**src/rtl/hart_pkg.sv**
```systemverilog
// Shared RV64 hart constants: datapath/register widths and load funct3 encodings.
package hart_pkg;

  localparam int unsigned XLEN   = 64;
  localparam int unsigned REG_AW = 5;
  localparam int unsigned NREGS  = 1 << REG_AW;

  typedef enum logic [2:0] {
    F3_LB  = 3'b000,
    F3_LH  = 3'b001,
    F3_LW  = 3'b010,
    F3_LD  = 3'b011,
    F3_LBU = 3'b100,
    F3_LHU = 3'b101,
    F3_LWU = 3'b110
  } ld_f3_e;

endpackage

```
**src/rtl/load_ext.sv**
```systemverilog
// Load data alignment and sign/zero extension: picks the addressed lane of the raw
// doubleword, aligning the offset down to the access size.
module load_ext
  import hart_pkg::*;
(
  input  logic [XLEN-1:0] ld_data,
  input  logic [2:0]      ld_off,
  input  logic [2:0]      ld_f3,
  output logic [XLEN-1:0] ext
);

  logic [2:0]      off_m;
  logic [XLEN-1:0] shifted;

  always_comb begin
    unique case (ld_f3[1:0])
      2'b00:   off_m = ld_off;
      2'b01:   off_m = {ld_off[2:1], 1'b0};
      2'b10:   off_m = {ld_off[2], 2'b00};
      default: off_m = 3'b000;
    endcase
    shifted = ld_data >> {off_m, 3'b000};
  end

  always_comb begin
    ext = '0;
    case (ld_f3)
      F3_LB:   ext = {{56{shifted[7]}}, shifted[7:0]};
      F3_LH:   ext = {{48{shifted[15]}}, shifted[15:0]};
      F3_LW:   ext = {{32{shifted[31]}}, shifted[31:0]};
      F3_LD:   ext = shifted;
      F3_LBU:  ext = {56'd0, shifted[7:0]};
      F3_LHU:  ext = {48'd0, shifted[15:0]};
      F3_LWU:  ext = {32'd0, shifted[31:0]};
      default: ext = '0;
    endcase
  end

endmodule

```
**src/rtl/wb_stage.sv**
```systemverilog
// Writeback stage: load>ALU arbitration, registered regfile write, pending scoreboard.
// Optional operand bypass from the write register when WB_BYPASS_EN is defined.
module wb_stage
  import hart_pkg::*;
(
  input  logic              clk,
  input  logic              rst_n,
  input  logic              flush,
  input  logic              alu_vld,
  output logic              alu_rdy,
  input  logic [XLEN-1:0]   alu_d,
  input  logic [REG_AW-1:0] alu_rd,
  input  logic              ld_vld,
  output logic              ld_rdy,
  input  logic [XLEN-1:0]   ld_data,
  input  logic [2:0]        ld_off,
  input  logic [2:0]        ld_f3,
  input  logic [REG_AW-1:0] ld_rd,
  input  logic              iss_vld,
  input  logic [REG_AW-1:0] iss_rd,
  input  logic [REG_AW-1:0] rs1,
  input  logic [REG_AW-1:0] rs2,
  output logic              haz1,
  output logic              haz2,
  output logic              haz_rd,
`ifdef WB_BYPASS_EN
  input  logic [XLEN-1:0]   rf_r1,
  input  logic [XLEN-1:0]   rf_r2,
  output logic [XLEN-1:0]   op1,
  output logic [XLEN-1:0]   op2,
`endif
  output logic [XLEN-1:0]   d,
  output logic [REG_AW-1:0] rd,
  output logic              wr
);

  logic [XLEN-1:0]   ld_ext;
  logic [XLEN-1:0]   d_d, d_q;
  logic [REG_AW-1:0] rd_d, rd_q;
  logic              wr_d, wr_q;
  logic [NREGS-1:0]  pend_d, pend_q;

  load_ext u_load_ext (
    .ld_data (ld_data),
    .ld_off  (ld_off),
    .ld_f3   (ld_f3),
    .ext     (ld_ext)
  );

  assign ld_rdy  = !flush;
  assign alu_rdy = !ld_vld && !flush;

  always_comb begin
    d_d  = d_q;
    rd_d = rd_q;
    wr_d = 1'b0;
    if (ld_vld && ld_rdy) begin
      d_d  = ld_ext;
      rd_d = ld_rd;
      wr_d = (ld_rd != '0);
    end else if (alu_vld && alu_rdy) begin
      d_d  = alu_d;
      rd_d = alu_rd;
      wr_d = (alu_rd != '0);
    end
  end

  // Clear before set so a same-cycle issue of the retiring register stays pending.
  always_comb begin
    pend_d = pend_q;
    if (wr_q) pend_d[rd_q] = 1'b0;
    if (iss_vld && iss_rd != '0) pend_d[iss_rd] = 1'b1;
    if (flush) pend_d = '0;
    pend_d[0] = 1'b0;
  end

  always_ff @(posedge clk or negedge rst_n) begin
    if (!rst_n) begin
      d_q    <= '0;
      rd_q   <= '0;
      wr_q   <= 1'b0;
      pend_q <= '0;
    end else begin
      d_q    <= d_d;
      rd_q   <= rd_d;
      wr_q   <= wr_d;
      pend_q <= pend_d;
    end
  end

  assign d      = d_q;
  assign rd     = rd_q;
  assign wr     = wr_q;
  assign haz_rd = pend_q[iss_rd];

`ifdef WB_BYPASS_EN
  logic byp1, byp2;
  assign byp1 = wr_q && (rd_q != '0) && (rd_q == rs1);
  assign byp2 = wr_q && (rd_q != '0) && (rd_q == rs2);
  assign op1  = byp1 ? d_q : rf_r1;
  assign op2  = byp2 ? d_q : rf_r2;
  assign haz1 = pend_q[rs1] && !byp1;
  assign haz2 = pend_q[rs2] && !byp2;
`else
  assign haz1 = pend_q[rs1];
  assign haz2 = pend_q[rs2];
`endif

endmodule

```
**config.mk**
```make
export PLATFORM = sky130hd
export DESIGN_NAME = wb_stage
export DESIGN_NICKNAME = d
export VERILOG_FILES = /design/src/rtl/hart_pkg.sv /design/src/rtl/load_ext.sv /design/src/rtl/wb_stage.sv
export SDC_FILE = /design/constraint.sdc
export NUM_CORES = 1
export LEC_CHECK = 0
export ABC_AREA = 1
export BUFFER_PORTS_ARGS = -buffer_cell sky130_fd_sc_hd__buf_4
export CORE_UTILIZATION = 57
export DETAILED_ROUTE_END_ITERATION = 6
export MAX_ROUTING_LAYER = met4
export PLACE_DENSITY = 0.86
export REMOVE_ABC_BUFFERS = 1
export SLEW_MARGIN = 5
export SYNTH_ARGS = -nofsm -noshare
export SYNTH_HDL_FRONTEND = slang
export SYNTH_SLANG_ARGS = --single-unit
```
**constraint.sdc**
```tcl
create_clock -name clk -period 4.7 [get_ports clk]
set_clock_uncertainty 0.15 [all_clocks]
set_input_delay 0.94 -clock clk [delete_from_list [all_inputs] [get_ports clk]]
set_output_delay 0.94 -clock clk [all_outputs]
set_load 0.02 [all_outputs]
```
==> results of run 1 <==
-- layout make-up --
class,count,area (µm²),area share (%)
multi-input combinational,930,4700,46.9
sequential,101,2530,25.2
timing repair buffer,250,1880,18.7
inverter,108,405,4.04
clock buffer,9,225,2.25
tap,180,225,2.25
clock inverter,7,63.8,0.637
-- cell usage in the layout (no fill, tap or decap), drive strengths merged --
cell,n
nand2,291
buf,250
a21oi,143
o21ai,129
inv,109
nand3,105
dfrtp,101
or2,55
nor2,52
o211ai,51
nand4,42
a21boi,21
nor3,10
a2bb2oi,9
clkbuf,9
a22oi,7
o221ai,6
clkinv,5
o22ai,4
o21a,1
a31oi,1
or3,1
o311ai,1
o31ai,1
clkinvlp,1
-- kinds of logic (layout without fill, tap and decap cells) --
logic type             after synthesis  in the layout
AO/OA/AOI/OAI                      374            374
buffers and inverters              198            374
flip-flops                         101            101
AND/OR/NAND/NOR                    556            556
-- registers in the layout (all words and copies together) (netlist names) --
name and cells:
pend_q 31, wr 1, d 64, rd 5
-- worst max-delay path: stages --
cell and delay [ns]:
buf_4 0.09, clkinv_1 0.21, nor2_1 0.51, inv_1 0.11
o21ai_0 0.16, o21ai_0 0.11, nand2_1 0.10, nor2_1 0.05
nand4_1 0.07, buf_4 0.15
-- path summary, 6_finish.rpt --
kind	end	slack [ns]
max	haz_rd	1.10
min	d[12]$_DFFE_PN0P_	0.36
max reg2reg	pend_q[26]$_DFF_PN0_	3.19
min reg2reg	d[12]$_DFFE_PN0P_	0.36
max in group asynchronous	d[31]$_DFFE_PN0P_	3.11
min in group asynchronous	pend_q[4]$_DFF_PN0_	0.42
-- report_power, final --
part / internal [mW] / total (mW) / switching, mW
Combinational: 0.385 / 0.925 / 0.540
Sequential: 0.955 / 1.02 / 0.0620
Clock: 0.371 / 0.757 / 0.386
Total: 1.71 / 2.70 / 0.988
-- layer usage --
layer	GRT usage (%)	part of all wire, %	vias to the layer above
li1	-	-	4531
met1	54.1	41	4429
met2	61.0	45	609
met3	6.25	9.1	106
met4	22.5	4.7	0
met5	-	0	-
-- metrics by stage --
stage               utilization (%)  setup TNS, ns
finish                         72.5              0
global route                   72.5              0
global placement               70.4              0
CTS                            72.5              0
detailed placement             70.4              0
floorplan                         -        -177.75
==> results.py, run 1 <==
metrics = {
    "run_status": {
        "outcome": "finished clean",
    },
    "routing": {
        "drc_errors": 0,
        "viasPerCell": 6.10,
        "wl_um": 29000,
        "first_iter_violations": 1071,
        "ant_nets": 0,
        "drt-wirelength-per-cell_um": 18.3,
        "first_pass_iters": 6,
        "vias": 9675,
    },
    "clocking": {
        "hold_buffers": 0,
        "clk_pin_slew_worst_paths_ns": 0.08,
        "cts_tree": "done",
        "post_cts.repair.setup_buffers": 0,
        "worstSkewPairLatency_ns": 0.37,
        "clockBufferDepth": 2,
        "cts_buffers": 9,
        "cts_resized": 0,
        "clock-sinks": 101,
        "clock-root-buffer": "clkbuf_16",
        "htree_num_levels": 3,
    },
    "synth": {
        "synth_compound_area_share_pct": 26.5,
        "synth_area_leader_cell": "dfrtp_1",
        "ys_top_cells_by_area": "dfrtp_1 (31%), nand2_1 (13%), a21oi_1 (8.9%)",
        "synth.distinct_cells": 35,
        "synth_top_family_by_area": "simple AND/OR/NAND/NOR gates",
        "synthMuxAreaShare_pct": 0,
        "yosys.area_share.simple_pct": 31.4,
        "ys_seq_area_share_pct": 31.3,
        "synth_common_cells": "nand2_1 (289), a21oi_1 (143), o21ai_0 (116), inv_1 (103), dfrtp_1 (101)",
        "yosys_warnings": 0,
        "syn_inst": 1229,
        "synthXorXnorAreaFrac_pct": 0,
        "yosysMostFrequentCell": "nand2_1",
        "mappedNetlistArea_um2": 8070,
        "synth-seq-cells": 101,
        "ys_async_sr_fraction_pct": 100,
        "synth_adder_area_share_pct": 0,
        "synth_edf_count": 0,
        "syn_avg_cell_area_um2": 6.56,
        "synth-main-ff-cell": "dfrtp_1",
        "yosysTopAreaCellShare_pct": 31.3,
    },
    "critical_path": {
        "critPathLaunchType": "primary input",
        "path_max_fanout": 9,
        "criticalPathCategory": "in2out",
        "r2r_start": "rd[0]$_DFFE_PN0P_",
        "reg2regPathDepth": 4,
        "crit_path_start": "iss_rd[1]",
        "arrival_ns": 2.51,
        "cp.required_ns": 3.61,
        "critPathCaptureType": "output port",
    },
    "global_route": {
        "grt_usage_pct": 41.2,
        "gr-total-overflow": 0,
        "grt_pass1_wl_um": 45700,
        "grt_max_degree": 73,
        "antenna_found_initial": 0,
        "grt_pass1_vias": 9129,
    },
    "final_layout": {
        "area_growth_pct": 24.2,
        "fillers": 1227,
        "nNetsFinal": 1565,
        "n_antenna_cell": 0,
        "final_cells": 1585,
        "final_area_um2": 10000,
        "layout-drive-gt1-share_pct": 24.1,
    },
    "timing": {
        "finalHoldViolations": 0,
        "max_slew_margin_pct": 21.4,
        "slew_violations": 0,
        "layout_min_cycle_time_ns": 3.60,
        "worst_slew_pin_slew_ns": 1.18,
        "rsz0062_at_grt": "no",
        "setup_viol": 0,
        "fin_ws_ns": 1.10,
        "fmax_ghz": 0.278,
        "finalCritPeriodShare_pct": 76.6,
        "holdWs_ns": 0.356,
    },
    "placement": {
        "post_dp_cell_area_um2": 9730,
        "gp_congestion": 0.968,
        "dp_hpwl_um": 20400,
        "dp.cells": 1569,
        "io_buffers": 239,
        "place_worst_setup_slack_ns": 0.966,
    },
    "power": {
        "ir_worst_vdd_mv": 0.176,
        "power.density_nw_per_um2": 269,
        "total_power_mw": 2.70,
        "leakage_nw": 4.92,
    },
    "floorplan": {
        "core_um2": 13800,
        "rows": 43,
        "dieArea_um2": 14600,
        "die_w_um": 121,
        "die_height_um": 121,
        "initial_utilization_pct": 58.3,
        "ios": 240,
    },
    "worst_hold_path": {
        "hold_depth": 2,
        "hp-class": "reg2reg",
        "hold_start": "d[12]$_DFFE_PN0P_",
    },
    "run": {
        "cap_violations": 0,
    },
}
Power figures use the tool's default switching activity.
==> inputs of run 2 (changes only) <==
Settings changed: CORE_UTILIZATION 57 to 53, PLACE_DENSITY 0.86 to 0.81.
Clock period 4.7 ns to 3.5 ns, I/O delays scaled along.
==> run 2 against run 1 <==
Against the previous run: the run now ends with design-rule violations left; count of clock-buffer cells in the layout did not move; core utilization fell by 3.3 points; worst setup slack got worse by 0.60 ns; total power rose by 35%; critical endpoint unchanged.
==> results.py, run 2 (synthesized netlist as in run 1, its figures left out) <==
metrics = {
    "run_status": {
        "outcome": "finished with violations",
        "violations": "design-rule violations",
    },
    "clocking": {
        "clockBufferDepth": 2,
        "worstSkewPairLatency_ns": 0.36,
        "clock-sinks": 101,
        "cts_tree": "done",
        "post_cts.repair.setup_buffers": 0,
        "clock-root-buffer": "clkbuf_16",
        "htree_num_levels": 3,
        "cts_resized": 0,
        "cts_buffers": 9,
        "hold_buffers": 0,
        "clk_pin_slew_worst_paths_ns": 0.07,
    },
    "power": {
        "total_power_mw": 3.64,
        "leakage_nw": 5.00,
        "power.density_nw_per_um2": 358,
        "ir_worst_vdd_mv": 0.262,
    },
    "global_route": {
        "grt_max_degree": 67,
        "grt_usage_pct": 38.3,
        "grt_pass1_vias": 9125,
        "antenna_found_initial": 0,
        "grt_pass1_wl_um": 46700,
        "gr-total-overflow": 0,
    },
    "critical_path": {
        "critPathLaunchType": "primary input",
        "cp_slowest_cell": "nor2_1",
        "arrival_ns": 2.15,
        "path_max_fanout": 9,
        "path_buf_inv": 4,
        "criticalPathCategory": "in2out",
        "path_cells": "buf_4 -> clkinv_1 -> nor2_1 -> inv_1 -> o21ai_0 -> o21ai_0 -> nand2_1 -> nor2_1 -> nand4_1 -> buf_4",
        "cp.required_ns": 2.65,
        "cpLargestDelayFamily": "simple AND/OR/NAND/NOR gates",
        "critPathCaptureType": "output port",
        "slowest_delay_ns": 0.44,
    },
    "final_layout": {
        "layout-drive-gt1-share_pct": 24.8,
        "largest_reg_flops": 64,
        "area_growth_pct": 26.0,
        "multiInputGateArea_um2": 4700,
        "nNetsFinal": 1579,
        "finish.utilization_pct": 69.1,
        "layout_common_cells": "nand2_1 (288), buf_4 (261), a21oi_1 (143)",
        "n_antenna_cell": 0,
        "final_cells": 1603,
        "ff_latch_area_um2": 2530,
        "layout_commonest_cell": "nand2_1",
        "fillers": 1322,
    },
    "timing": {
        "fin_ws_ns": 0.501,
        "layout_min_cycle_time_ns": 3.00,
        "holdWs_ns": 0.230,
        "finalCritPeriodShare_pct": 85.7,
        "setup_viol": 0,
        "fmax_ghz": 0.333,
        "finalHoldViolations": 0,
        "max_slew_margin_pct": 47.0,
        "slew_violations": 0,
        "rsz0062_at_grt": "no",
        "worst_slew_pin_slew_ns": 0.792,
    },
    "placement": {
        "io_buffers": 239,
        "gp_congestion": 0.941,
        "dp.cells": 1587,
        "place_worst_setup_slack_ns": 0.511,
        "dp_hpwl_um": 20800,
    },
    "routing": {
        "first_iter_violations": 1126,
        "ant_nets": 0,
        "first_pass_iters": 7,
        "wl_um": 29100,
        "drc_errors": 27,
        "drt-wirelength-per-cell_um": 18.1,
        "vias": 9695,
        "viasPerCell": 6.05,
    },
    "floorplan": {
        "rows": 44,
        "die_height_um": 125,
        "ios": 240,
        "initial_utilization_pct": 54.9,
        "dieArea_um2": 15700,
        "core_um2": 14700,
        "die_w_um": 125,
    },
    "run": {
        "cap_violations": 0,
    },
    "worst_hold_path": {
        "hp-class": "in2async",
    },
}
[run 2: changes by cell type in the layout (fill, tap and decap cells not counted), sizes merged]
cell and delta:
clkinvlp -1, buf +14, inv -1, clkinv +2
[run 2: final cells by class]
| cell class | instances | share of cell area (%) |
|---|---|---|
| clock buffer | 9 | 2.22 |
| clock inverter | 7 | 0.554 |
| inverter | 108 | 3.99 |
| multi-input combinational | 930 | 46.2 |
| sequential | 101 | 24.9 |
| tap | 184 | 2.27 |
| timing repair buffer | 264 | 19.9 |
[run 2: path summary, 6_finish.rpt]
kind | slack, ns | cells after the start | start | to
max | 0.50 | 10 | iss_rd[1] | haz_rd
min in group clk | 0.37 | 2 | d[12]$_DFFE_PN0P_ | d[12]$_DFFE_PN0P_
max reg2reg | 1.98 | 3 | rd[0]$_DFFE_PN0P_ | pend_q[31]$_DFF_PN0_
min reg2reg | 0.37 | 2 | d[12]$_DFFE_PN0P_ | d[12]$_DFFE_PN0P_
max in group asynchronous | 2.27 | 2 | rst_n | d[11]$_DFFE_PN0P_
min | 0.23 | 1 | rst_n | d[0]$_DFFE_PN0P_
[run 2: per-layer routing]
| layer | up-vias | GRT usage [%] | part of all wire, % |
|---|---|---|---|
| li1 | 4567 | - | - |
| met2 | 576 | 55.4 | 44 |
| met1 | 4469 | 51.1 | 42 |
| met4 | 0 | 18.9 | 4.4 |
| met5 | - | - | 0 |
| met3 | 83 | 7.74 | 10 |
[run 2: where the power goes]
group          switching, mW  internal (mW)
combinational          0.737          0.531
clock                  0.510          0.494
sequential            0.0811           1.28
total                   1.33           2.31
[run 2: stage by stage]
stage,setup TNS [ns],instance area (µm²)
2_1_floorplan,-243.99,7610
3_3_place_gp,0,9880
3_5_place_dp,0,9880
4_1_cts,0,10200
5_1_grt,0,10200
6_report,0,10200
